`config.mk`:
```
export PLATFORM = sky130hd
export DESIGN_NAME = clk_div_ctrl
export DESIGN_NICKNAME = d
export VERILOG_FILES = /design/src/rtl/clk_div_pkg.sv /design/src/rtl/clk_div_cnt.sv /design/src/rtl/clk_div_ctrl.sv
export SDC_FILE = /design/constraint.sdc
export NUM_CORES = 1
export LEC_CHECK = 0
export ABC_AREA = 1
export BUFFER_PORTS_ARGS = -buffer_cell sky130_fd_sc_hd__buf_2
export CAP_MARGIN = 10
export CORE_MARGIN = 2
export CORE_UTILIZATION = 48
export CTS_BUF_LIST = sky130_fd_sc_hd__clkbuf_2
export CTS_CLUSTER_DIAMETER = 30
export DETAILED_ROUTE_END_ITERATION = 8
export GPL_TIMING_DRIVEN = 0
export HOLD_SLACK_MARGIN = 0.1
export PLACE_DENSITY_LB_ADDON = 0.08
export SLEW_MARGIN = 10
export SYNTH_ARGS = -nofsm -noshare
export SYNTH_HDL_FRONTEND = slang
export SYNTH_SLANG_ARGS = --single-unit
```
`constraint.sdc`:
```
create_clock -name clk -period 1.6 [get_ports clk]
set_clock_uncertainty 0.1 [all_clocks]
set_input_delay 0.4 -clock clk [delete_from_list [all_inputs] [get_ports clk]]
set_output_delay 0.4 -clock clk [all_outputs]
set_load 0.005 [all_outputs]
```
`src/rtl/clk_div_pkg.sv`:
```
// Shared types and field widths for the clock divider reconfiguration controller.
package clk_div_pkg;
  localparam int DIV_W = 5;
  localparam int DLY_W = 5;
  localparam logic [DIV_W-1:0] RESET_DIV_DEF = 5'd2;

  typedef enum logic [1:0] {
    ST_INIT,
    ST_IDLE,
    ST_HOLD,
    ST_SETTLE
  } state_t;
endpackage

```
`src/rtl/clk_div_cnt.sv`:
```
// Loadable down-counter with zero flag; stops at zero until reloaded.
module clk_div_cnt #(
  parameter int            W       = 4,
  parameter logic [W-1:0]  RST_VAL = '0
) (
  input  logic         clk,
  input  logic         reset,
  input  logic         load,
  input  logic [W-1:0] load_val,
  input  logic         en,
  output logic         zero
);
  logic [W-1:0] cnt;

  always_ff @(posedge clk or posedge reset) begin
    if (reset)                 cnt <= RST_VAL;
    else if (load)             cnt <= load_val;
    else if (en && cnt != '0)  cnt <= cnt - 1'b1;
  end

  assign zero = (cnt == '0);
endmodule

```
`src/rtl/clk_div_ctrl.sv`:
```
// Sequences divider reconfiguration: hold div_reset, wait for settle, then ack.
// Optional change counter enabled by CLK_DIV_CTRL_CHANGE_CNT_EN.
module clk_div_ctrl
  import clk_div_pkg::*;
#(
  parameter int               HOLD_CYCLES   = 4,
  parameter int               SETTLE_CYCLES = 16,
  parameter logic [DIV_W-1:0] RESET_DIV     = RESET_DIV_DEF
) (
  input  logic             clk,
  input  logic             reset,
  input  logic             cfg_req,
  input  logic [DIV_W-1:0] cfg_div,
  input  logic             cfg_half,
  input  logic [DLY_W-1:0] cfg_dly,
  output logic             cfg_ack,
  output logic             cfg_nack,
  output logic             busy,
  output logic             div_reset,
  output logic [DIV_W-1:0] odiv,
  output logic             odivhalf,
  output logic [DLY_W-1:0] dlygl,
  output logic             ready,
  output logic [15:0]      change_count
);
  localparam int HW = $clog2(HOLD_CYCLES) + 1;
  localparam int SW = $clog2(SETTLE_CYCLES) + 1;
  localparam logic [HW-1:0] HOLD_LD   = HW'(HOLD_CYCLES - 1);
  localparam logic [SW-1:0] SETTLE_LD = SW'(SETTLE_CYCLES - 1);
  // INIT includes the cycle before the first edge, so ready rises SETTLE_CYCLES edges after release
  localparam logic [SW-1:0] INIT_LD   = SW'(SETTLE_CYCLES);

  state_t state, state_nx;
  logic hold_load, hold_en, hold_zero;
  logic settle_load, settle_en, settle_zero;
  logic ack_nx, nack_nx, take_cfg;
  logic cfg_bad, cfg_same;

  assign cfg_bad  = cfg_half && (cfg_div < 5'd2);
  assign cfg_same = ({cfg_div, cfg_half, cfg_dly} == {odiv, odivhalf, dlygl});

  clk_div_cnt #(.W(HW), .RST_VAL('0)) u_hold_cnt (
    .clk(clk), .reset(reset), .load(hold_load), .load_val(HOLD_LD),
    .en(hold_en), .zero(hold_zero)
  );

  clk_div_cnt #(.W(SW), .RST_VAL(INIT_LD)) u_settle_cnt (
    .clk(clk), .reset(reset), .load(settle_load), .load_val(SETTLE_LD),
    .en(settle_en), .zero(settle_zero)
  );

  always_comb begin
    state_nx    = state;
    hold_load   = 1'b0;
    hold_en     = 1'b0;
    settle_load = 1'b0;
    settle_en   = 1'b0;
    ack_nx      = 1'b0;
    nack_nx     = 1'b0;
    take_cfg    = 1'b0;
    case (state)
      ST_INIT: begin
        settle_en = 1'b1;
        if (settle_zero) state_nx = ST_IDLE;
      end
      ST_IDLE: begin
        if (cfg_req) begin
          if (cfg_bad)       nack_nx = 1'b1;
          else if (cfg_same) ack_nx  = 1'b1;
          else begin
            take_cfg  = 1'b1;
            hold_load = 1'b1;
            state_nx  = ST_HOLD;
          end
        end
      end
      ST_HOLD: begin
        hold_en = 1'b1;
        if (hold_zero) begin
          settle_load = 1'b1;
          state_nx    = ST_SETTLE;
        end
      end
      ST_SETTLE: begin
        settle_en = 1'b1;
        if (settle_zero) begin
          ack_nx   = 1'b1;
          state_nx = ST_IDLE;
        end
      end
      default: state_nx = ST_INIT;
    endcase
  end

  always_ff @(posedge clk or posedge reset) begin
    if (reset) begin
      state     <= ST_INIT;
      odiv      <= RESET_DIV;
      odivhalf  <= 1'b0;
      dlygl     <= '0;
      div_reset <= 1'b1;
      ready     <= 1'b0;
      cfg_ack   <= 1'b0;
      cfg_nack  <= 1'b0;
    end else begin
      state     <= state_nx;
      div_reset <= (state_nx == ST_HOLD);
      ready     <= (state_nx == ST_IDLE);
      cfg_ack   <= ack_nx;
      cfg_nack  <= nack_nx;
      if (take_cfg) begin
        odiv     <= cfg_div;
        odivhalf <= cfg_half;
        dlygl    <= cfg_dly;
      end
    end
  end

  assign busy = (state != ST_IDLE);

`ifdef CLK_DIV_CTRL_CHANGE_CNT_EN
  logic [15:0] chg_cnt;
  always_ff @(posedge clk or posedge reset) begin
    if (reset) chg_cnt <= '0;
    else if (state == ST_SETTLE && settle_zero && chg_cnt != 16'hFFFF)
      chg_cnt <= chg_cnt + 16'd1;
  end
  assign change_count = chg_cnt;
`else
  assign change_count = 16'h0000;
`endif
endmodule

```
==> metrics.csv, run 1 <==
metric,value,unit
status,"finished, violations left",
failed_checks,negative setup slack,
antenna_found_initial,0,
fin_crit,1705,ps
syn_area_per_cell,7.818,um^2
switching_share,0.4280,
syn-cell-area,1540,um^2
hpwlAfterDp,2024,um
area_delta_synth_final,40.13,%
max_freq,586.6,MHz
io_pins,46,
final_common_cell,nand2_1,
cp.arrival,1200,ps
yosysSeqAreaShare,0.4086,
cts_tree,done,
firstDrtPassIters,4,
combPwrFrac,0.597,
yosysWarnings,0,
track_usage,0.1718,
worstPathRequired,1100,ps
clk_path_buf_depth,2,
rrSetupSlack,0,ps
maxCapViolations,0,
grt_pass1_wl,4733,um
min_path_type,in2async,
ant_nets,0,
reg2reg_to,dlygl[4],
p_int,0.002076,W
hold_ws,83.82,ps
grt_max_degree,26,
finalSetupViolations,1,
cts_made_buffers,3,
rsz0062_at_grt,true,
setup.worst_path.start,state[1],
final_core_util,0.7070,
vias,1339,
setup_ws,-104.8,ps
clk_latency,360,ps
p_switching,0.001553,W
path_max_fanout,2,
crit_type,reg2out,
drcViolationCount,0,
clkPwrFrac,0.072,
htreeDepth,1,
p_leak,1.195,nW
grt_pass1_vias,1140,
drt_iter0_drc,28,
worst_setup_path_start_kind,flop,
layout_common_cells,"nand2_1 (45), buf_2 (28), buf_4 (26), inv_1 (23), dfrtp_1 (21)",
die_w,60.65,um
cts_sinks,25,
critPathCaptureType,output pin,
hold_viol_final,0,
power_density,1681,nW/um^2
drt-total-wl,3217,um
synth_top_area_cell,dfrtp_1,
fin_crit_sh,1.065,
core,3053,um^2
die_y,60.65,um
cts-root-buf,clkbuf_2,
routed_via_density,4.405,
clk_pin_slew_worst_paths,250,ps
portBuffers,29,
nets,282,
gr-total-overflow,0,
seq_power_share,0.331,
yosys.cell_types.count,30,
synthTopCellsByArea,"dfrtp_1 (36%), nand2_1 (16%), buf_4 (7.8%), inv_1 (6.6%), ha_1 (5.7%)",
ys_ff_latch,25,
die_area,3678,um^2
synth_top_area_frac,0.3574,
peakVddDrop,1135,uV
final_max_slew_viol_count,0,
drive_gt1_frac,0.4808,
synth_cells,197,
worst_slew_pin_slew,935.3,ps
ff2ff_path_depth,9,
relSlewSlack,0.3758,
diodes,0,
start_util,0.5045,
cts_hold_buf,0,
wl_per_cell,10.58,um
gp_congestion,0.8366,
r2r_start,state[1],
rows,20,
==> cells by family (layout without fill, tap and decap cells) <==
family	Yosys count	count (layout)	synth area share
AOI/OAI and AO/OA	18	18	0.08286
xor gates and xnor gates	4	4	0.02275
adders and majority gates	7	7	0.05686
buffers and inverters	50	98	0.1706
DFF	25	25	0.4086
muxes	1	1	0.007311
other	1	16	0.002435
and+or+nand+nor	91	91	0.2486
==> layer usage <==
metal,vias to the layer above,track usage,wire length [um]
met4,0,0.06522,56
met2,33,0.2857,1562
met5,-,0,0
met3,4,0.01919,142
li1,699,-,-
met1,603,0.2311,1455
==> layout make-up <==
cell class,count,area (um^2)
clock inverter,1,7.507
multi-input combinational,137,864.6
tap,44,55.05
clock buffer,3,15.01
sequential,25,630.6
fill,264,894.6
buffer,18,150.1
inverter,32,125.1
timing repair buffer,44,310.3
==> power groups by stage <==
stage,logic [W],clock network [W],registers (W)
final,0.00217,0.000263,0.00120
after global routing,0.00243,0.000289,0.00124
after CTS,0.00173,0.000268,0.00114
after detailed placement,0.00144,0,0.00117
after global placement,0.00142,0,0.00117
after floorplan,0.00108,0,0.00116
==> worst max path at each step <==
stage / to / slack [ps] / cells past startpoint
floorplan: u_settle_cnt.cnt[4] / 70 / 10
global placement: u_settle_cnt.cnt[4] / -60 / 10
detailed placement: u_settle_cnt.cnt[4] / -80 / 10
CTS: busy / -120 / 4
global route: busy / -190 / 4
finish: busy / -100 / 4
==> registers in the layout, summed over array words and instances (netlist names) <==
signal,count
dlygl,5
odiv,5
u_settle_cnt.cnt,5
u_hold_cnt.cnt,3
state,2
cfg_ack,1
cfg_nack,1
div_reset,1
odivhalf,1
ready,1
==> stage by stage <==
step                      total power, W  setup TNS (ps)  area [um^2]  cells  setup WS [ps]
after floorplan                 0.002238               0         1597    212          74.45
after global placement          0.002585          -131.6         1797    285         -55.16
after detailed placement        0.002612          -116.7         1797    285         -76.18
after CTS                       0.003139          -115.1         1914    298         -115.1
after global routing            0.003960           -1847         2158    304         -186.0
final                           0.003629          -104.8         2158    304         -104.8
==> Yosys cell counts (all sizes together) <==
cell	n
nor3	3
a31oi	1
dfrtp	22
dfstp	3
a21oi	4
nand4	1
o211ai	1
nand2	68
inv	32
conb	1
buf	18
nor2	10
o21ai	10
ha	7
mux2	1
xor2	1
xnor2	3
nand3	7
o22ai	1
nand3b	2
a21boi	1
==> critical path: stages (launching register included) <==
cell and delay [ps]:
dfrtp_1 440, inv_1 60, ha_2 180, inv_2 50, buf_6 110
==> what timing repair did <==
item | in CTS | in global routing
buffers inserted | 9 | 4
pin swaps | 2 | 16
setup endpoints to repair | 4 | 22
gates resized for setup | 8 | 51
cloned | 0 | 2
Note: power is estimated with default switching activity, not from simulation.
==> run 2, diff against run 1 <==
--- a/config.mk
+++ b/config.mk
@@ -16,6 +16,7 @@
 export GPL_TIMING_DRIVEN = 0
 export HOLD_SLACK_MARGIN = 0.1
 export PLACE_DENSITY_LB_ADDON = 0.08
+export REMOVE_ABC_BUFFERS = 1
 export SLEW_MARGIN = 10
 export SYNTH_ARGS = -nofsm -noshare
 export SYNTH_HDL_FRONTEND = slang
==> metrics.csv, run 2 (synthesis results as in run 1) <==
metric,value,unit,change
layout_common_cells,"nand2_1 (60), buf_2 (28), inv_1 (22), dfrtp_1 (21), conb_1 (16)",,"was nand2_1 (45), buf_2 (28), buf_4 (26), inv_1 (23), dfrtp_1 (21)"
grt_pass1_vias,1075,,was 1140
antenna_found_initial,0,,unchanged
fin_crit,1660,ps,was 1705 ps
htreeDepth,1,,unchanged
cts_sinks,25,,unchanged
maxCapViolations,0,,unchanged
cts_hold_buf,0,,unchanged
finalSetupViolations,1,,unchanged
max_freq,602.5,MHz,was 586.6 MHz
crit_type,reg2out,,unchanged
drive_gt1_frac,0.3448,,was 0.4808
vias,1236,,was 1339
power,0.003129,W,was 0.003629 W
place_area,1654,um^2,was 1797 um^2
routed_via_density,4.478,,was 4.405
power_density,1712,nW/um^2,was 1681 nW/um^2
clk_latency,330,ps,was 360 ps
post-place-ws,-405.4,ps,was -76.18 ps
relSlewSlack,0.3663,,was 0.3758
status,"finished, violations left",,unchanged
cts_tree,done,,unchanged
grt_pass1_wl,4519,um,was 4733 um
fin_crit_sh,1.037,,was 1.065
cts-root-buf,clkbuf_2,,unchanged
area_delta_synth_final,18.68,%,was 40.13%
critPathCaptureType,output pin,,unchanged
cp.arrival,1160,ps,was 1200 ps
rsz0062_at_grt,true,,unchanged
rows,20,,unchanged
hpwlAfterDp,2043,um,was 2024 um
firstDrtPassIters,5,,was 4
die_area,3678,um^2,unchanged
final_common_cell,nand2_1,,unchanged
gp_congestion,0.8136,,was 0.8366
hold_ws,129.3,ps,was 83.82 ps
grt_max_degree,26,,unchanged
path_max_fanout,4,,was 2
diodes,0,,unchanged
min_path_type,in2async,,unchanged
io_pins,46,,unchanged
postLayoutCellArea,1828,um^2,was 2158 um^2
top_regs,"dlygl x5, odiv x5, u_settle_cnt.cnt x5",,unchanged
clk_pin_slew_worst_paths,230,ps,was 250 ps
peakVddDrop,888.7,uV,was 1135 uV
final_core_util,0.5988,,was 0.7070
worstPathRequired,1100,ps,about the same
hold_viol_final,0,,unchanged
drt_iter0_drc,27,,was 28
nets,254,,was 282
p_leak,0.9986,nW,was 1.195 nW
die_y,60.65,um,unchanged
clk_path_buf_depth,2,,unchanged
setup_ws,-59.63,ps,was -104.8 ps
track_usage,0.1650,,was 0.1718
drcViolationCount,0,,unchanged
gr-total-overflow,0,,unchanged
drt-total-wl,2915,um,was 3217 um
portBuffers,29,,unchanged
final_max_slew_viol_count,0,,unchanged
core,3053,um^2,unchanged
failed_checks,negative setup slack,,unchanged
cts_made_buffers,3,,unchanged
start_util,0.5045,,unchanged
worst_slew_pin_slew,949.6,ps,was 935.3 ps
ant_nets,0,,unchanged
wl_per_cell,10.56,um,was 10.58 um
die_w,60.65,um,unchanged
worst_setup_path_start_kind,flop,,unchanged
-- run 2: changes by cell type in the layout (fill, tap and decap cells not counted), moves of 2 or more --
cell / delta
buf_4: -22
nand2_1: +15
nand2_2: -9
nand2_4: -6
buf_6: -3
buf_8: -2
clkbuf_16: -2
nand3_2: -2
-- run 2: per-stage QoR --
step,cells,setup TNS [ps]
2_1_floorplan,194,-251.2
3_3_place_gp,267,-4458
3_5_place_dp,267,-4810
4_1_cts,273,-429.3
5_1_grt,276,-1041
6_report,276,-59.63
-- run 2: metal layers --
layer | track usage | vias up | routed length (um)
li1 | - | 646 | -
met1 | 0.2103 | 553 | 1307
met2 | 0.2857 | 35 | 1461
met3 | 0.01919 | 2 | 131
met4 | 0.06522 | 0 | 14
met5 | 0 | - | 0
-- run 2: path summary, 6_finish.rpt --
kind | startpoint | end | slack (ps) | cells after the start
min | reset | dlygl[0] | 130 | 2
min in group clk | cfg_dly[2] | dlygl[2] | 170 | 3
max in group asynchronous | reset | state[0] | 640 | 2
max reg2reg | state[1] | div_reset | 10 | 8
min reg2reg | odiv[1] | odiv[1] | 420 | 2
max | state[0] | busy | -60 | 3
-- run 2: repair_timing --
action / 4_1_cts / 5_1_grt
buffers inserted: 2 / 2
resized for setup: 10 / 23
setup endpoints to repair: 19 / 20
pin swaps: 0 / 4
gates cloned: 0 / 1
-- run 2: worst max-delay path, cell delays in order, from the launching register on --
cell and delay [ps]:
dfrtp_2 490, ha_4 180, inv_4 70, buf_6 90
-- run 2: area by class of cell --
| type | instances | area, um^2 |
|---|---|---|
| sequential | 25 | 630.6 |
| timing repair buffer | 33 | 181.4 |
| fill | 295 | 1225 |
| inverter | 32 | 127.6 |
| clock buffer | 4 | 20.02 |
| tap | 44 | 55.05 |
| multi-input combinational | 138 | 813.3 |
-- run 2: power breakdown --
group / internal, W / total, W / leakage [nW] / switching, W
sequential: 0.000944 / 0.00117 / 0.302 / 0.000222
combinational: 0.000764 / 0.00172 / 0.680 / 0.000951
clock: 0.0000661 / 0.000247 / 0.0166 / 0.000181
